$ cat src/rtl/sqrt_inv.sv
// sqrt_inv: iterative reconstruction of a radicand from an integer square root.
// Computes result = root*root + rem with one shift-add step per cycle, using the
// same start/busy/valid handshake as the square-root unit so the two chain directly.
module sqrt_inv #(
  parameter int WIDTH = 8
) (
  input  logic               clk,
  input  logic               rst_n,
  input  logic               start,
  input  logic [WIDTH-1:0]   root,
  input  logic [WIDTH-1:0]   rem,
  output logic               busy,
  output logic               valid,
  output logic [2*WIDTH-1:0] result,
  output logic               ovf
);

  localparam int CW = (WIDTH > 2) ? $clog2(WIDTH) : 1;
  localparam logic [CW-1:0] LAST = CW'(WIDTH - 1);

  typedef enum logic {IDLE = 1'b0, RUN = 1'b1} state_t;

  state_t               state_q, state_d;
  logic [2*WIDTH-1:0]   mc_q, mc_d;
  logic [WIDTH-1:0]     mp_q, mp_d;
  logic [2*WIDTH-1:0]   acc_q, acc_d;
  logic [CW-1:0]        i_q, i_d;
  logic                 valid_d;
  logic [2*WIDTH-1:0]   result_d;
  logic                 ovf_d;
  logic [2*WIDTH-1:0]   acc_step;

  // Anything at or above 2^WIDTH cannot be a WIDTH-bit radicand.
  function automatic logic ovf_of(input logic [2*WIDTH-1:0] v);
    return |v[2*WIDTH-1:WIDTH];
  endfunction

  assign busy = (state_q == RUN);

  // State and datapath registers; reset clears everything so no stale result survives.
  always_ff @(posedge clk or negedge rst_n) begin
    if (!rst_n) begin
      state_q <= IDLE;
      mc_q    <= '0;
      mp_q    <= '0;
      acc_q   <= '0;
      i_q     <= '0;
      valid   <= 1'b0;
      result  <= '0;
      ovf     <= 1'b0;
    end else begin
      state_q <= state_d;
      mc_q    <= mc_d;
      mp_q    <= mp_d;
      acc_q   <= acc_d;
      i_q     <= i_d;
      valid   <= valid_d;
      result  <= result_d;
      ovf     <= ovf_d;
    end
  end

  // Next-state and shift-add step; start always wins, abandoning any in-flight run.
  always_comb begin
    state_d  = state_q;
    mc_d     = mc_q;
    mp_d     = mp_q;
    acc_d    = acc_q;
    i_d      = i_q;
    valid_d  = valid;
    result_d = result;
    ovf_d    = ovf;
    acc_step = mp_q[0] ? (acc_q + mc_q) : acc_q;

    if (start) begin
      mc_d    = {{WIDTH{1'b0}}, root};
      mp_d    = root;
      acc_d   = {{WIDTH{1'b0}}, rem};
      i_d     = '0;
      valid_d = 1'b0;
      state_d = RUN;
    end else if (state_q == RUN) begin
      mc_d  = mc_q << 1;
      mp_d  = mp_q >> 1;
      acc_d = acc_step;
      // Fixed iteration count: no early exit even once the multiplier is exhausted.
      if (i_q == LAST) begin
        result_d = acc_step;
        ovf_d    = ovf_of(acc_step);
        valid_d  = 1'b1;
        state_d  = IDLE;
      end else begin
        i_d = i_q + CW'(1);
      end
    end
  end

endmodule
$ cat config.mk
export PLATFORM = sky130hd
export DESIGN_NAME = sqrt_inv
export DESIGN_NICKNAME = d
export VERILOG_FILES = /design/src/rtl/sqrt_inv.sv
export SDC_FILE = /design/constraint.sdc
export NUM_CORES = 1
export LEC_CHECK = 0
export CAP_MARGIN = 20
export CORE_UTILIZATION = 57
export CTS_CLUSTER_SIZE = 12
export DETAILED_ROUTE_END_ITERATION = 10
export PLACE_DENSITY = 0.86
export SLEW_MARGIN = 10
export SYNTH_ARGS = -nofsm -noshare
export SYNTH_HDL_FRONTEND = slang
export SYNTH_SLANG_ARGS = --single-unit
$ cat constraint.sdc
create_clock -name clk -period 3.7 [get_ports clk]
set_clock_uncertainty 0.1 [all_clocks]
set_input_delay 0.74 -clock clk [delete_from_list [all_inputs] [get_ports clk]]
set_output_delay 0.74 -clock clk [all_outputs]
set_load 0.01 [all_outputs]
==> results_dict.tcl, run 1 <==
set metrics [dict create \
    critical_path.endpoint_type "flip-flop" \
    final_min_period_over_clock_period_pct 81.5 \
    postCtsHoldBufs 0 \
    clkSinkCount 62 \
    synth.lib_cells_used.distinct 47 \
    syn_avg_cell_area_um2 9.33 \
    cts_tree "yes" \
    setup_repair_after_global_routing_missed_its_margin "no" \
    floorplan.die_area_um2 6610 \
    post_route_cells_drive_above_1_share_pct 7.60 \
    netlist.area_leader.share_pct 43.3 \
    drc 0 \
    globalRoute.totalOverflow 0 \
    io_pins 38 \
    drt_first_iter_violations 208 \
    crit_family "compound AO/OA/AOI/OAI gates" \
    ant_diodes 0 \
    netlist_top_cells_area "dfrtp_1 (43%), mux2i_1 (7.3%), ha_1 (5.9%), o21ai_0 (4.8%), nor2_1 (4.4%)" \
    finalWirelength_mm 7.45 \
    post_synthesis_instance_total 384 \
    synth_top_area_cell "dfrtp_1" \
    detailedPlacementHpwl_mm 5.37 \
    finalNetCount 453 \
    critical_path.cell_chain "ha_1 -> fa_1 -> a21oi_1 -> o211ai_1 -> o2111ai_1 -> a21oi_1 -> nor3_2 -> nor4b_1 -> o2111a_1 -> a21oi_1" \
    chipWidth_um 81.3 \
    cts_repair_resize_count 0 \
    multi_input_gate_area_um2 1910 \
    worst_tran_pin_value_ps 715 \
    worst-endpoint-required_ps 3820 \
    leakage_nw 1.92 \
    fillerInstances 469 \
    routed_wire_length_per_instance_um 15.0 \
    per_cell_via_count_in_the_routed_design 5.67 \
    grt_max_degree 62 \
    chipHeight_um 81.3 \
    ys_warn_count 0 \
    num_vias 2810 \
    clock_tree.buffer_depth 2 \
    critical-path-slowest-cell "fa_1" \
    starting_density_of_the_core_pct 59.8 \
    cp.arrival_ps 3140 \
    timing.slew.headroom_pct 52.3 \
    critPathLaunchType "flip-flop" \
    worst_setup_hold_path_clk_slew_ps 80 \
    post_synthesis_sequential_element_count 62 \
    worst-setup-path-type "reg2reg" \
    status "complete, no violations" \
    gp_congestion 0.869 \
    area_of_the_placeable_core_um2 5990 \
    hold_viol_final 0 \
    detail-route-antenna-nets 0 \
    grt_first_pass_wirelength_mm 12.4 \
    worst_ir_drop_vdd_mv 0.285 \
    antenna_found_initial 0 \
    area_growth_syn_to_layout_pct 17.1 \
    clkLatencyLatePin_ps 350 \
    numPortBuffers 37 \
    total_power_mw 1.94 \
    fp-row-count 28 \
    max_slew_vio_count 0 \
    max_cap_viol_count 0 \
    root_buffer "clkbuf_8" \
    setup-violations-final 0 \
    grtUsageTotal_pct 25.1 \
    layout_min_cycle_time_ps 3010 \
    hold_path_class "in2async" \
    synth.net_count 421 \
    worst-r2r-setup-slack_ps 690 \
    drt_first_pass_iters 4 \
    syn-cell-area_um2 3580 \
    ctsHtreeMaxLevel 3 \
    final_common_cell "dfrtp_1" \
    seq_area_frac_synth_pct 43.3 \
    first_global_vias 2588 \
    max_clock_freq_mhz 332 \
    powerDensity_nw_per_um2 462 \
    cp_common_cell "a21oi_1" \
    post-cts-setup-buffer-count 0 \
    path_buf_inv 0 \
    cts-buffers-inserted 9 \
    most-common-layout-cells "dfrtp_1 (61), nor2_1 (42), nand2_1 (39), clkdlybuf4s50_1 (35), o21ai_0 (34)" \
    setup_tns_ps 0 \
    critical-path-max-stage-delay_ps 430 \
    regArea_um2 1550 \
    critical_path.max_fanout 5 \
]
[metal layers]
layer	vias to the layer above	routed length, um	part of all wire, %	global-route usage (%)
met5	-	0	0	0
met4	0	78	1.0	9.46
met3	8	450	6.0	5.73
met2	76	3230	43	36.0
met1	1309	3690	50	36.5
li1	1417	-	-	-
[path summary, 6_finish.rpt]
path / from / endpoint / depth (start not counted)
setup / recovery: mc_q[0] / ovf / 10
hold / removal: rst_n / mp_q[4] / 1
setup reg to reg: mc_q[0] / ovf / 10
hold reg to reg: result[7] / result[7] / 2
max in group asynchronous: rst_n / result[5] / 2
min in group clk: result[7] / result[7] / 2
[stage by stage]
| step | hold slack (ps) | utilization, % | area (um2) | std cells | worst slack [ps] |
|---|---|---|---|---|---|
| floorplan | 344 | - | 3580 | 384 | 1090 |
| global placement | 360 | 66.7 | 4000 | 480 | 882 |
| detailed placement | 370 | 66.7 | 4000 | 480 | 783 |
| CTS | 360 | 70.0 | 4190 | 496 | 677 |
| global route | 393 | 70.0 | 4190 | 496 | 359 |
| finish | 346 | 70.0 | 4190 | 496 | 685 |
[registers in the layout (all words and copies together), names as in the netlist]
register	flops
i_q	3
acc_q	16
ovf	1
valid	1
busy	1
result	16
mc_q	16
mp_q	8
[synth_stat cells (all sizes together)]
master / n
o21bai: 1
dfrtp: 62
clkbuf: 16
ha: 17
a21boi: 1
nand4: 1
o211a: 1
and4: 1
xnor2: 7
o2111a: 1
nor3: 5
a41oi: 1
buf: 5
xor2: 4
a31oi: 1
o21ai: 41
and3: 4
a211oi: 21
nor4bb: 1
o21ba: 2
o41ai: 1
nand3b: 2
or3: 2
mux2i: 26
nand3: 5
inv: 11
o2111ai: 1
nor4: 4
nand2b: 5
o21a: 1
a21oi: 18
o211ai: 5
a221o: 1
a21o: 4
fa: 1
nand2: 39
nor2: 42
nor4b: 2
nor2b: 21
[logic make-up (layout without fill, tap and decap cells)]
group / after synthesis / after routing / synth area share (%)
AND/OR/NAND/NOR: 134 / 134 / 18.9
AO/OA/AOI/OAI: 101 / 101 / 18.0
flip-flops: 62 / 62 / 43.3
buffers and inverters: 32 / 69 / 3.39
multiplexers: 26 / 26 / 7.27
adder cells (fa/ha/maj): 18 / 18 / 6.50
XOR/XNOR: 11 / 11 / 2.69
[area by class of cell]
type	count	share of cell area, %
Inverter	11	0.984
Tap cell	75	2.24
Sequential cell	62	37.0
Multi-Input combinational cell	290	45.5
Clock inverter	6	1.46
Timing Repair Buffer	42	9.49
Clock buffer	10	3.28
[where the power goes]
group / switching [mW] / internal, mW / leakage (nW)
Clock: 0.267 / 0.326 / 0.102
Sequential: 0.0579 / 0.746 / 0.797
Combinational: 0.299 / 0.239 / 1.02
[worst reg2reg max path, delay by kind of cell (launching register included)]
family	cells	cell delay (ps)
fa+ha+maj	2	700
compound gates	6	1120
flops	1	400
simple gates	2	580
(Power assumes the default switching activity.)
==> run 2, diff against run 1 <==
==> constraint.sdc (replaced) <==
create_clock -name clk -period 3 [get_ports clk]
set_clock_uncertainty 0.1 [all_clocks]
set_input_delay 0.6 -clock clk [delete_from_list [all_inputs] [get_ports clk]]
set_output_delay 0.6 -clock clk [all_outputs]
set_load 0.01 [all_outputs]
==> results_dict.tcl, run 2 (same netlist as run 1, synthesis figures left out) <==
set metrics [dict create \
    status "complete, no violations" \
    critPathLaunchType "flip-flop" \
    antenna_found_initial 0 \
    critical_path.cell_chain "ha_1 -> fa_1 -> a21oi_2 -> o211ai_1 -> o2111ai_1 -> a21oi_1 -> nor3_2 -> nor4b_2 -> o2111a_1 -> a21oi_1" \
    finalWirelength_mm 7.47 \
    worst-r2r-setup-slack_ps 200 \
    fillerInstances 461 \
    chipHeight_um 81.3 \
    layout_min_cycle_time_ps 2800 \
    leakage_nw 1.92 \
    per_cell_via_count_in_the_routed_design 5.70 \
    setup_repair_after_global_routing_missed_its_margin "no" \
    hold_path_class "in2async" \
    setup-violations-final 0 \
    globalRoute.totalOverflow 0 \
    ctsHtreeMaxLevel 3 \
    routed_wire_length_per_instance_um 15.1 \
    detail-route-antenna-nets 0 \
    root_buffer "clkbuf_8" \
    clkLatencyLatePin_ps 340 \
    fp-row-count 28 \
    post-cts-setup-buffer-count 0 \
    clkSinkCount 62 \
    grt_first_pass_wirelength_mm 12.4 \
    num_vias 2827 \
    max_clock_freq_mhz 358 \
    area_of_the_placeable_core_um2 5990 \
    max_cap_viol_count 0 \
    cts_tree "yes" \
    detailedPlacementHpwl_mm 5.35 \
    setup_tns_ps 0 \
    post_route_cells_drive_above_1_share_pct 8.08 \
    cts-buffers-inserted 9 \
    drt_first_iter_violations 222 \
    grt_max_degree 62 \
    most-common-layout-cells "dfrtp_1 (61), nor2_1 (42), nand2_1 (39), clkdlybuf4s50_1 (35), o21ai_0 (34)" \
    final_common_cell "dfrtp_1" \
    ant_diodes 0 \
    cp.arrival_ps 2900 \
    gp_congestion 0.874 \
    floorplan.die_area_um2 6610 \
    worst-setup-path-type "reg2reg" \
    critical_path.max_fanout 3 \
    starting_density_of_the_core_pct 59.8 \
    layout_utilization_pct 69.9 \
    critical_path.endpoint_type "flip-flop" \
    drt_first_pass_iters 4 \
    final_min_period_over_clock_period_pct 93.2 \
    total_power_mw 2.30 \
    chipWidth_um 81.3 \
    cp_common_cell "a21oi_1" \
    max_slew_vio_count 0 \
    finalNetCount 456 \
    drc 0 \
    first_global_vias 2626 \
    clock_tree.buffer_depth 2 \
    numPortBuffers 37 \
    worst_ir_drop_vdd_mv 0.394 \
    hold_viol_final 0 \
    powerDensity_nw_per_um2 549 \
    critical-path-slowest-cell "fa_1" \
    worst_tran_pin_value_ps 574 \
    worst_setup_hold_path_clk_slew_ps 70 \
    io_pins 38 \
    area_growth_syn_to_layout_pct 16.9 \
    crit_family "compound AO/OA/AOI/OAI gates" \
    grtUsageTotal_pct 25.6 \
    regs_by_ff_count "acc_q: 16 flops, mc_q: 16 flops, result: 16 flops" \
    path_buf_inv 0 \
    critical-path-max-stage-delay_ps 430 \
    timing.slew.headroom_pct 61.7 \
    worst-endpoint-required_ps 3110 \
]
==> run 2: through the flow <==
stage / hold WS, ps / setup WS [ps] / cell area (um2) / cells
2_1_floorplan: 204 / 386 / 3580 / 384
3_3_place_gp: 362 / 229 / 4020 / 483
3_5_place_dp: 371 / 142 / 4020 / 483
4_1_cts: 147 / 116 / 4180 / 496
5_1_grt: 160 / 23.4 / 4190 / 496
6_report: 144 / 203 / 4190 / 496
==> run 2: worst paths after layout <==
kind,startpoint,to,cells past startpoint
worst max register to register,mc_q[0],ovf,10
worst min register to register,result[7],result[7],2
min in group clk,result[7],result[7],2
worst min-delay path,rst_n,i_q[0],2
max in group asynchronous,rst_n,acc_q[8],2
worst max-delay path,mc_q[0],ovf,10
==> run 2: worst register-to-register path, cell delays in order (launching register included) <==
cell	delay (ps)
dfrtp_1	400
ha_1	260
fa_1	430
a21oi_2	190
o211ai_1	170
o2111ai_1	250
a21oi_1	110
nor3_2	240
nor4b_2	240
o2111a_1	220
a21oi_1	60
==> run 2: metal layers <==
metal | track usage, % | share of wire (%) | vias up
li1 | - | - | 1423
met1 | 37.8 | 50 | 1323
met2 | 35.8 | 44 | 73
met3 | 6.63 | 4.5 | 8
met4 | 8.39 | 1.5 | 0
met5 | 0 | 0 | -
==> run 2: layout make-up <==
type                    count  area [um2]  area share, %
well taps                  75        93.8           2.24
clock buffers              11         151           3.61
inverters                  11        41.3          0.986
multi-input cells         290        1920           45.8
clock inverters             2        10.0          0.239
repair buffers             45         420           10.0
flip-flops and latches     62        1550           37.1
==> run 2: where the power goes <==
part	switching [mW]	internal, mW
sequential	0.0687	0.920
combinational	0.375	0.305
clock	0.303	0.328
==> run 2: repair_timing <==
| item | 4_1_cts | 5_1_grt |
|---|---|---|
| hold buffers | 0 | 0 |
| endpoints found under the setup margin | 0 | 1 |
| resized for setup | 0 | 2 |
==> run 3, diff against run 2 <==
--- a/config.mk
+++ b/config.mk
@@ -6,6 +6,7 @@
 export NUM_CORES = 1
 export LEC_CHECK = 0
 export CAP_MARGIN = 20
+export CORE_MARGIN = 5
 export CORE_UTILIZATION = 57
 export CTS_CLUSTER_SIZE = 12
 export DETAILED_ROUTE_END_ITERATION = 10
==> results_dict.tcl, run 3 (same netlist as run 1, synthesis figures left out) <==
set metrics [dict create \
    worst-setup-path-type "reg2reg" \
    clkLatencyLatePin_ps 340 \
    routed_wire_length_per_instance_um 15.9 \
    fp-row-count 28 \
    grtUsageTotal_pct 21.3 \
    place_ws_ps 80.8 \
    regs_by_ff_count "acc_q: 16 flops, mc_q: 16 flops, result: 16 flops" \
    ctsHtreeMaxLevel 3 \
    cts_tree "yes" \
    setup-violations-final 0 \
    drt_first_iter_violations 317 \
    max_slew_vio_count 0 \
    antenna_found_initial 0 \
    detailedPlacementHpwl_mm 5.50 \
    max_cap_viol_count 0 \
    finalNetCount 454 \
    hold_viol_final 0 \
    worst-endpoint-required_ps 3120 \
    starting_density_of_the_core_pct 59.4 \
    floorplan.die_area_um2 7970 \
    io_pins 38 \
    area_growth_syn_to_layout_pct 18.2 \
    worst_slack_ps 142 \
    setup_tns_ps 0 \
    first_global_vias 2755 \
    detail-route-antenna-nets 0 \
    most-common-layout-cells "dfrtp_1 (61), nor2_1 (42), nand2_1 (39), clkdlybuf4s50_1 (35), o21ai_0 (34)" \
    final_common_cell "dfrtp_1" \
    max_clock_freq_mhz 350 \
    grt_first_pass_wirelength_mm 13.0 \
    final_min_period_over_clock_period_pct 95.3 \
    setup_repair_after_global_routing_missed_its_margin "no" \
    gp_congestion 0.928 \
    drc 0 \
    cp.arrival_ps 2970 \
    post_route_cells_drive_above_1_share_pct 8.06 \
    grt_max_degree 62 \
    busiest_layer "met2" \
    per_cell_via_count_in_the_routed_design 5.88 \
    ant_diodes 0 \
    grt.met3_usage_pct 5.35 \
    clock_tree.buffer_depth 2 \
    root_buffer "clkbuf_8" \
    finalWirelength_mm 7.92 \
    leakage_nw 1.93 \
    critical_path.endpoint_type "flip-flop" \
    globalRoute.totalOverflow 0 \
    clkSinkCount 62 \
    critPathLaunchType "flip-flop" \
    grt_util_met1_pct 29.7 \
    numPortBuffers 37 \
    grt.met2_usage_pct 32.4 \
    cts-buffers-inserted 9 \
    chipHeight_um 89.3 \
    layout_min_cycle_time_ps 2860 \
    drt_first_pass_iters 5 \
    worst_setup_hold_path_clk_slew_ps 70 \
    worst_ir_drop_vdd_mv 0.446 \
    critical_path.max_fanout 4 \
    area_of_the_placeable_core_um2 6030 \
    powerDensity_nw_per_um2 574 \
    status "complete, no violations" \
    num_vias 2920 \
    hold_path_class "in2async" \
    chipWidth_um 89.3 \
    timing.slew.headroom_pct 57.0 \
    postCtsHoldBufs 0 \
    worst_tran_pin_value_ps 645 \
]
## run 3: per-layer routing
metal	share of wire (%)	vias to the layer above
met1	44	1353
met3	8.3	11
li1	-	1429
met2	46	127
met4	1.5	0
met5	0	-
## run 3: what timing repair did
item,in CTS,in global routing
setup endpoints to repair,0,1
endpoints found under the hold margin,0,0
gates resized for setup,0,3
buffers inserted,0,1
## run 3: path summary, 6_finish.rpt
check / from / to / slack (ps) / cells after the start
worst min-delay path: rst_n / acc_q[15] / 190 / 1
worst max register to register: mc_q[0] / ovf / 140 / 10
worst min register to register: result[12] / result[12] / 380 / 2
worst max-delay path: mc_q[0] / ovf / 140 / 10
min in group clk: result[12] / result[12] / 380 / 2
max in group asynchronous: rst_n / busy / 1990 / 2
## run 3: layout make-up
| cell class | instances | area, um2 |
|---|---|---|
| Timing Repair Buffer | 43 | 418 |
| Multi-Input combinational cell | 290 | 1930 |
| Tap cell | 75 | 93.8 |
| Sequential cell | 62 | 1550 |
| Inverter | 11 | 41.3 |
| Clock buffer | 13 | 159 |
| Fill cell | 458 | 1790 |
| Clock inverter | 3 | 42.5 |
## run 3: critical path, stage by stage, from the launching register on
cell and delay [ps]:
dfrtp_1 400, ha_1 250, fa_1 440, a21oi_2 210, o211ai_1 190, o2111ai_2 250
a21oi_1 100, nor3_2 240, nor4b_2 260, o2111a_1 220, a21oi_1 60
## run 3: stage by stage
| stage | instances | utilization, % | total power, mW | hold slack, ps | instance area, um2 |
|---|---|---|---|---|---|
| floorplan | 384 | - | 1.45 | 204 | 3580 |
| global placement | 480 | 66.5 | 1.63 | 360 | 4010 |
| detailed placement | 480 | 66.5 | 1.67 | 370 | 4010 |
| CTS | 496 | 69.9 | 2.42 | 198 | 4210 |
| global route | 497 | 70.2 | 2.56 | 223 | 4230 |
| finish | 497 | 70.2 | 2.43 | 187 | 4230 |
## run 3: report_power, final
part           switching [mW]  leakage (nW)  total, mW  internal, mW
sequential             0.0689         0.797      0.989         0.920
clock                   0.314        0.0996      0.743         0.428
combinational           0.394          1.03      0.699         0.305
total                   0.777          1.93       2.43          1.65
